==> src/rtl/fetch_controller_pkg.sv <==
// Shared definitions for the fetch controller slice.
//   fetch_state_t : FSM state encoding (IDLE, RUN, PAUSE, HALTED)
//   opcode_lsb()  : bit position of the opcode field, which occupies the
//                   instruction MSBs
package fetch_controller_pkg;

  typedef enum logic [1:0] {
    ST_IDLE   = 2'd0,
    ST_RUN    = 2'd1,
    ST_PAUSE  = 2'd2,
    ST_HALTED = 2'd3
  } fetch_state_t;

  function automatic int unsigned opcode_lsb(input int unsigned nb_instruction,
                                             input int unsigned nb_opcode);
    return nb_instruction - nb_opcode;
  endfunction

endpackage

==> src/rtl/fetch_controller_program_counter.sv <==
// Program counter register with increment, jump and hold muxing.
//   i_clock, i_reset : clock, async active-high reset
//   i_clear          : synchronous return to PC 0
//   i_fetch          : current cycle fetches the instruction at o_pc
//   i_halt_hit       : fetched opcode is the halt opcode (PC holds)
//   i_jump_load      : non-fetch cycle jump request (already qualified)
//   i_jump_valid     : jump request, used during fetch cycles
//   i_jump_addr      : jump target
//   o_pc             : PC register, drives the ROM address directly
module program_counter #(
  parameter int unsigned NB_ADDR = 10
) (
  input  logic               i_clock,
  input  logic               i_reset,
  input  logic               i_clear,
  input  logic               i_fetch,
  input  logic               i_halt_hit,
  input  logic               i_jump_load,
  input  logic               i_jump_valid,
  input  logic [NB_ADDR-1:0] i_jump_addr,
  output logic [NB_ADDR-1:0] o_pc
);

  always_ff @(posedge i_clock or posedge i_reset) begin
    if (i_reset) begin
      o_pc <= '0;
    end else if (i_clear) begin
      o_pc <= '0;
    end else if (i_fetch) begin
      // Halt beats a simultaneous jump; increment wraps silently.
      if (i_halt_hit)        o_pc <= o_pc;
      else if (i_jump_valid) o_pc <= i_jump_addr;
      else                   o_pc <= o_pc + NB_ADDR'(1);
    end else if (i_jump_load) begin
      o_pc <= i_jump_addr;
    end
  end

endmodule

==> src/rtl/fetch_controller.sv <==
// Instruction fetch controller: run/pause/step FSM with halt detection,
// registered instruction output, valid pulse and fetch counter.
//   i_clock, i_reset          : clock, async active-high reset
//   i_run, i_pause, i_step    : fetch control
//   i_clear                   : synchronous restart (IDLE, PC 0, count 0)
//   i_jump_valid, i_jump_addr : next-PC override
//   i_rom_data                : combinational ROM data for o_rom_addr
//   o_rom_addr                : PC register
//   o_instruction             : last fetched instruction
//   o_instr_valid             : one-cycle pulse per fetched instruction
//   o_halted                  : high while halted
//   o_fetch_count             : instructions issued since reset/clear
module fetch_controller
  import fetch_controller_pkg::*;
#(
  parameter int unsigned NB_INSTRUCTION = 16,
  parameter int unsigned NB_ADDR        = 10,
  parameter int unsigned NB_OPCODE      = 5,
  parameter int unsigned HALT_OPCODE    = 0,
  parameter int unsigned NB_COUNT       = 32
) (
  input  logic                      i_clock,
  input  logic                      i_reset,
  input  logic                      i_run,
  input  logic                      i_pause,
  input  logic                      i_step,
  input  logic                      i_clear,
  input  logic                      i_jump_valid,
  input  logic [NB_ADDR-1:0]        i_jump_addr,
  input  logic [NB_INSTRUCTION-1:0] i_rom_data,
  output logic [NB_ADDR-1:0]        o_rom_addr,
  output logic [NB_INSTRUCTION-1:0] o_instruction,
  output logic                      o_instr_valid,
  output logic                      o_halted,
  output logic [NB_COUNT-1:0]       o_fetch_count
);

  localparam int unsigned          OPCODE_LSB = opcode_lsb(NB_INSTRUCTION, NB_OPCODE);
  localparam logic [NB_OPCODE-1:0] HALT_OP    = NB_OPCODE'(HALT_OPCODE);

  fetch_state_t         state;
  fetch_state_t         state_next;
  logic                 fetch;
  logic                 halt_hit;
  logic                 jump_load;
  logic [NB_OPCODE-1:0] opcode;

  assign opcode = i_rom_data[OPCODE_LSB +: NB_OPCODE];

  // Fetch qualification: run beats step in IDLE/PAUSE, pause beats run in RUN.
  always_comb begin
    fetch = 1'b0;
    if (!i_clear) begin
      case (state)
        ST_IDLE:  fetch = i_step && !i_run;
        ST_RUN:   fetch = !i_pause;
        ST_PAUSE: fetch = i_step && !i_run;
        default:  fetch = 1'b0;
      endcase
    end
  end

  assign halt_hit  = fetch && (opcode == HALT_OP);
  assign jump_load = !i_clear && !fetch && (state != ST_HALTED) && i_jump_valid;

  always_comb begin
    state_next = state;
    case (state)
      ST_IDLE: begin
        if (i_run)       state_next = ST_RUN;
        else if (i_step) state_next = halt_hit ? ST_HALTED : ST_PAUSE;
      end
      ST_RUN: begin
        if (i_pause)       state_next = ST_PAUSE;
        else if (halt_hit) state_next = ST_HALTED;
      end
      ST_PAUSE: begin
        if (i_run)         state_next = ST_RUN;
        else if (halt_hit) state_next = ST_HALTED;
      end
      default: state_next = ST_HALTED;
    endcase
  end

  always_ff @(posedge i_clock or posedge i_reset) begin
    if (i_reset) begin
      state         <= ST_IDLE;
      o_instruction <= '0;
      o_instr_valid <= 1'b0;
      o_halted      <= 1'b0;
      o_fetch_count <= '0;
    end else if (i_clear) begin
      state         <= ST_IDLE;
      o_instr_valid <= 1'b0;
      o_halted      <= 1'b0;
      o_fetch_count <= '0;
    end else begin
      state         <= state_next;
      o_halted      <= (state_next == ST_HALTED);
      o_instr_valid <= fetch;
      if (fetch) begin
        o_instruction <= i_rom_data;
        o_fetch_count <= o_fetch_count + NB_COUNT'(1);
      end
    end
  end

  program_counter #(
    .NB_ADDR (NB_ADDR)
  ) u_program_counter (
    .i_clock      (i_clock),
    .i_reset      (i_reset),
    .i_clear      (i_clear),
    .i_fetch      (fetch),
    .i_halt_hit   (halt_hit),
    .i_jump_load  (jump_load),
    .i_jump_valid (i_jump_valid),
    .i_jump_addr  (i_jump_addr),
    .o_pc         (o_rom_addr)
  );

endmodule

==> config.mk <==
export PLATFORM = sky130hd
export DESIGN_NAME = fetch_controller
export DESIGN_NICKNAME = d
export VERILOG_FILES = /design/src/rtl/fetch_controller_pkg.sv /design/src/rtl/fetch_controller_program_counter.sv /design/src/rtl/fetch_controller.sv
export SDC_FILE = /design/constraint.sdc
export NUM_CORES = 1
export LEC_CHECK = 0
export BUFFER_PORTS_ARGS = -buffer_cell sky130_fd_sc_hd__buf_2
export CAP_MARGIN = 20
export CORE_AREA = 2 2 85 87
export DETAILED_ROUTE_END_ITERATION = 10
export DIE_AREA = 0 0 87 89
export GPL_TIMING_DRIVEN = 0
export PLACE_DENSITY = 0.76
export SLEW_MARGIN = 15
export SYNTH_ARGS = -nofsm -noshare
export SYNTH_HDL_FRONTEND = slang
export SYNTH_SLANG_ARGS = --single-unit
==> constraint.sdc <==
create_clock -name i_clock -period 2.21 [get_ports i_clock]
set_clock_uncertainty 0.1 [all_clocks]
set_input_delay 0.221 -clock i_clock [delete_from_list [all_inputs] [get_ports i_clock]]
set_output_delay 0.221 -clock i_clock [all_outputs]
set_load 0.03 [all_outputs]
# Word level (Yosys, flattened, before mapping)
# Index checks and enable logic that the tools add are counted.
[op_classes]
reduce_logical = 16
mux = 19
n_addsub = 2
eq_ne = 5
n_bitwise = 1
[ops]
columns = ["op", "n"]
rows = [
  ["$mux 32", 2],
  ["$mux 10", 5],
  ["$add 32x1->32 const B", 1],
  ["$mux 2", 6],
  ["$add 10x1->10 const B", 1],
  ["$pmux 2 s3", 1],
  ["$logic_and 1x1->1", 5],
  ["$logic_not 5->1", 1],
  ["$eq 2x2->1 const B", 2],
  ["$logic_not 1->1", 4],
  ["$mux 1", 4],
  ["$reduce_and 2->1", 2],
  ["$ne 3x3->1 const B", 1],
  ["$reduce_bool 3->1", 1],
  ["$eq 2x1->1 const B", 1],
  ["$logic_not 2->1", 1],
  ["$ne 2x2->1 const B", 1],
  ["$pmux 1 s2", 1],
  ["$reduce_bool 2->1", 1],
  ["$reduce_or 2->1", 1],
  ["$not 1->1", 1],
]
[totals]
regBits = 62
inputBits = 33
out_inout_bits = 60
word_cells = 49

# Depth between registers and ports, before layout
[depth]
ltp_word = 11
mapped_depth = 7
mapped_depth_nobuf = 6

# Cells and area by module
# From an unflattened synthesis, not the netlist that was laid out.
[hier_totals]
hier_cells = 323
hier_area_um2 = 3260.6
[modules_own_cells]
columns = ["mod", "n_inst", "cells_each", "seq_area_each_um2", "area_each_um2"]
rows = [
  ["fetch_controller", 1, 234, 1301.2, 2523.7],
  ["program_counter", 1, 89, 250.2, 737.0],
]

# Worst setup path before layout
# OpenSTA, ideal clock, no wires.
[synth_timing]
kind = "flip-flop to flip-flop"
startpoint = "register state[0]"
endpoint = "register o_instruction[0]"
slack_ns = 0.091
t_required_ns = 1.985
period_less_slack_ns = 2.119
stages_incl_launch_ff = 7
setup_time_ns = 0.125
path_buffers = 2
t_arrival_ns = 1.895
path_cell_list = "dfrtp_1 buf_2 nor3b_1 nor2_1 nor2_2 buf_2 mux2_2"
[synth_via]
elab_chain_len = 5
elab_cells_between_ends = 7
classes_between = "eq/ne (2); mux (2); reduce/logical (3)"
[synth_rtl]
columns = ["item", "line", "source"]
rows = [
  ["from (decl)", "fetch_controller.sv:41", "fetch_state_t state;"],
  ["from (signal assigned)", "fetch_controller.sv:98", "state <= state_next;"],
  ["$eq 2x2->1 / $logic_not 2->1 (equally long branches)", "fetch_controller.sv:54", "case (state)"],
  ["$reduce_or 2->1 (no source line)", "--", ""],
  ["$pmux 1 s2 (*)", "fetch_controller.sv:54", ""],
  ["$mux 1 (*)", "fetch_controller.sv:53", "if (!i_clear) begin"],
  ["$reduce_and 2->1 (no source line) (*)", "--", ""],
  ["to (signal assigned)", "fetch_controller.sv:102", "o_instruction <= i_rom_data;"],
  ["to (decl)", "fetch_controller.sv:32", "output logic [NB_INSTRUCTION-1:0] o_instruction,"],
]
# Mark *: on every way between the ends. The rest lies on a longest branch, timed or not.
# A chain may end at the register's enable or synchronous reset.

# Worst setup path in the final report
[layout_timing]
startpoint = "register state[0]"
endpoint = "register u_program_counter.o_pc[8]"
[layout_via]
elab_chain_len = 10
elab_cells_between_ends = 17
classes_between = "eq/ne (4); mux (4); reduce/logical (9)"
[layout_rtl]
columns = ["item", "line", "source"]
rows = [
  ["$eq 2x2->1 / $logic_not 2->1 (equally long branches)", "fetch_controller.sv:54", ""],
  ["$reduce_or 2->1 (no source line)", "--", ""],
  ["$pmux 1 s2", "fetch_controller.sv:54", ""],
  ["$mux 1", "fetch_controller.sv:53", ""],
  ["$logic_not 1->1", "fetch_controller.sv:64", "assign jump_load = !i_clear && !fetch && (state != ST_HALTED) && i_jump_valid;"],
  ["$logic_and 1x1->1 (3 in series)", "fetch_controller.sv:64", ""],
  ["$reduce_bool 3->1 (no source line)", "--", ""],
  ["$reduce_and 2->1 (no source line)", "--", ""],
  ["to (signal assigned)", "fetch_controller_program_counter.sv:32", "else if (i_jump_valid) o_pc <= i_jump_addr;"],
  ["to (signal assigned)", "fetch_controller_program_counter.sv:33", "else o_pc <= o_pc + NB_ADDR'(1);"],
  ["to (signal assigned)", "fetch_controller_program_counter.sv:35", "o_pc <= i_jump_addr;"],
  ["to (decl)", "fetch_controller_program_counter.sv:21", "output logic [NB_ADDR-1:0] o_pc"],
]
# Parallel ways exist; a longest one is shown, timed or not.

==> results by group <==
Outcome
  • Outcome: completed

Clock network
  • CTS tree: done
  • CTS HTree Levels: 3
  • CTS buffer count: 9
  • Clock Tree Buf Depth: 2
  • Clock sinks: 62
  • Worst skew pair latency: 0.34 ns
  • CTS clock-pin slew for the worst setup and hold paths: around 0.070 ns
  • Clk root buf: clkbuf_8

Synth
  • Ys async rst share: 100%
  • Synth Register Bits: 62
  • Post-Syn Area per Cell: about 10 µm²
  • Primary FF master, synth: dfrtp_1
  • Dominant cells by area after synthesis: dfrtp_1 (50%), xor2_1 (6.4%), nor2_1 (5.6%)
  • Synth top cells by count: dfrtp_1 (62), nor2_1 (47), xor2_1 (23)
  • Mapped cell area: 3130 µm²
  • Most frequent cell after synthesis: dfrtp_1
  • Cells after synthesis: ~320
  • Yosys top cell area share: around 50%
  • Distinct cells, synth: 44
  • Synth warn: 0
  • Syn Nets: 352
  • Register area share after synthesis: between 40% and 50%
  • Cell accounting for the most synthesized area: dfrtp_1
  • EDFF count, synth: 0

Cells and area
  • Share of layout cells above drive strength 1: 34.1%
  • Antenna diode count: 0
  • Fill cells: around 580
  • Final-stage net count: roughly 460
  • Area growth from synthesis to layout: 28.5%
  • Post-Layout Cell Count: 514
  • Design Area, Final: 4020 µm²
  • Final Core Density: between 50 and 60%

Setup path
  • Crit path max fanout: 4
  • Worst path top cell family by delay: simple AND/OR/NAND/NOR gates
  • Slowest cell on crit path: or4_1
  • Critical Path RT: around 2.4 ns
  • RR Endpoint: u_program_counter.o_pc[8]
  • CP Buf/Inv Count: 1
  • WS Path Type: flip-flop to flip-flop
  • Crit start category: flip-flop
  • Crit-path cells: or3b_4, a21o_1, buf_4, or4_1, a21o_1, a21oi_1
  • Critical path endpoint category: flip-flop
  • Crit-path most repeated cell: a21o_1
  • Setup slack, reg-to-reg: between 0.05 and 0.06 ns
  • Largest stage delay on the critical path: roughly 0.49 ns
  • Reg2reg path depth: 6
  • CP Data Arrival Time: ~2.3 ns
  • FF-to-FF Start: state[0]

Min path
  • Hold endpoint: o_instruction[4]
  • Worst hold path type: input pin to flip-flop
  • WHS Path Cells: 2
  • Worst Hold Launch: i_rom_data[4]

Job
  • Max-Cap Viols: 0

STA
  • Slew HR: about 50%
  • Final Max Tran Viols: 0
  • Total Neg Setup Slack: 0 ns
  • Worst-Margin Slew: between 0.7 and 0.8 ns
  • Period minus WS final: 2.15 ns
  • Unrepaired setup endpoints after global routing: yes
  • Final hold vios: 0
  • Max Clock Freq: ~460 MHz
  • Final setup vio count: 0
  • Period utilization: a little over nine tenths
  • WHS: between 0.01 and 0.015 ns

Route
  • Initial DRC count: roughly 120
  • Drt pass-1 iters: 4
  • Drt drc: 0
  • Post-route ant nets: 0
  • DR vias: approximately 2800
  • DRT Wirelength: between 7000 and 8000 µm
  • Vias per cell: approximately 5.4
  • Drt wl/cell: 14.4 µm

Floorplan
  • Die area: about 7700 µm²
  • Core Rows: 30
  • Die height: between 80 and 90 µm
  • CORE AREA: around 6700 µm²
  • Die width: between 80 and 90 µm
  • IO Count: 93
  • Starting Density: around 47%

Global routing
  • Antenna violations before repair: 0
  • First-pass GRT wire length: about 12000 µm
  • GRT Residual Overflow: 0
  • Largest net degree at the start of global routing: between 60 and 70
  • Gr usage total: about 20%
  • Vias in the first global route: approximately 2600

Placed design
  • Post-DP HPWL: ~5200 µm
  • Placed Area: ~3700 µm²
  • Dpl cells: 488
  • Final GP Congestion: around 0.85
  • # port buffers: 91

Pwr
  • Leak Pwr: 1.93 nW
  • Maximum vdd drop: between 0.5 and 0.6 mV
  • Power Density: ~730 nW/µm²
## layout by cell type, fill, tap and decap left out, types with 7 or more instances in the layout
cell,n
a21oi_1,9
buf_2,92
buf_4,7
clkbuf_1,7
clkbuf_8,10
dfrtp_1,61
mux2_2,13
nand2_1,20
nand3_1,15
nand4_1,16
nor2_1,47
nor3_1,10
o21ai_0,12
xnor2_1,7
xor2_1,23
## report_power, final
part / switching (mW) / leakage [nW] / internal [mW] / total (mW)
Sequential: 0.0693 / 0.820 / 1.24 / 1.31
Combinational: 0.401 / 1.00 / 0.220 / 0.621
Clock: 0.444 / 0.102 / 0.547 / 0.991
Total: 0.914 / 1.93 / 2.01 / 2.92
## area by class of cell
cell class	instances	area (µm²)	share of cell area, %
Buffer	15	72.6	1.81
Clock buffer	10	138	3.43
Clock inverter	6	61.3	1.53
Inverter	4	17.5	0.436
Multi-Input combinational cell	236	1540	38.2
Sequential cell	62	1550	38.6
Tap cell	80	100	2.49
Timing Repair Buffer	101	541	13.5
## layer usage
| metal | share of wire (%) | vias to the layer above | track usage (%) |
|---|---|---|---|
| met5 | 0 | - | 0 |
| met2 | 48 | 93 | 32.2 |
| met1 | 45 | 1335 | 25.3 |
| met3 | 6.7 | 6 | 4.89 |
| met4 | 0.93 | 0 | 5.97 |
| li1 | - | 1350 | - |
## state kept, by name (all words and copies together) (netlist names)
register / flops
state: 2
u_program_counter.o_pc: 10
o_halted: 1
o_fetch_count: 32
o_instr_valid: 1
o_instruction: 16
## how the worst max path moves through the flow
stage              from                        end  slack, ns  cells after the start
3_3_place_gp    i_reset  u_program_counter.o_pc[6]      -0.37                      2
2_1_floorplan  state[0]           o_instruction[0]       0.09                      6
3_5_place_dp   state[0]           o_instruction[0]      -0.33                      6
4_1_cts        state[1]  u_program_counter.o_pc[6]       0.01                      6
5_1_grt        state[0]  u_program_counter.o_pc[8]      -0.01                      6
6_report       state[0]  u_program_counter.o_pc[8]       0.06                      6
## kinds of logic after synthesis
| group | count (synthesis) | synth area share (%) |
|---|---|---|
| and+or+nand+nor | 141 | 23.0 |
| DFF | 62 | 49.6 |
| AOI/OAI and AO/OA | 44 | 8.80 |
| xor gates and xnor gates | 30 | 8.40 |
| buffers and inverters | 19 | 2.60 |
| muxes | 19 | 6.76 |
| adders and majority gates | 2 | 0.800 |
## timing repair
item,in CTS,in global routing
pin swaps,1,6
endpoints found under the setup margin,28,17
buffers inserted,1,5
gates resized for setup,6,9
endpoints found under the hold margin,65,0
hold buffers,4,0
## per-stage QoR
step | setup slack [ns] | total power, mW
floorplan | 0.0906 | 1.73
global placement | -0.371 | 1.91
detailed placement | -0.329 | 1.93
CTS | 0.0101 | 2.93
global route | -0.0130 | 3.05
finish | 0.0577 | 2.92
Power figures use the tool's default switching activity.
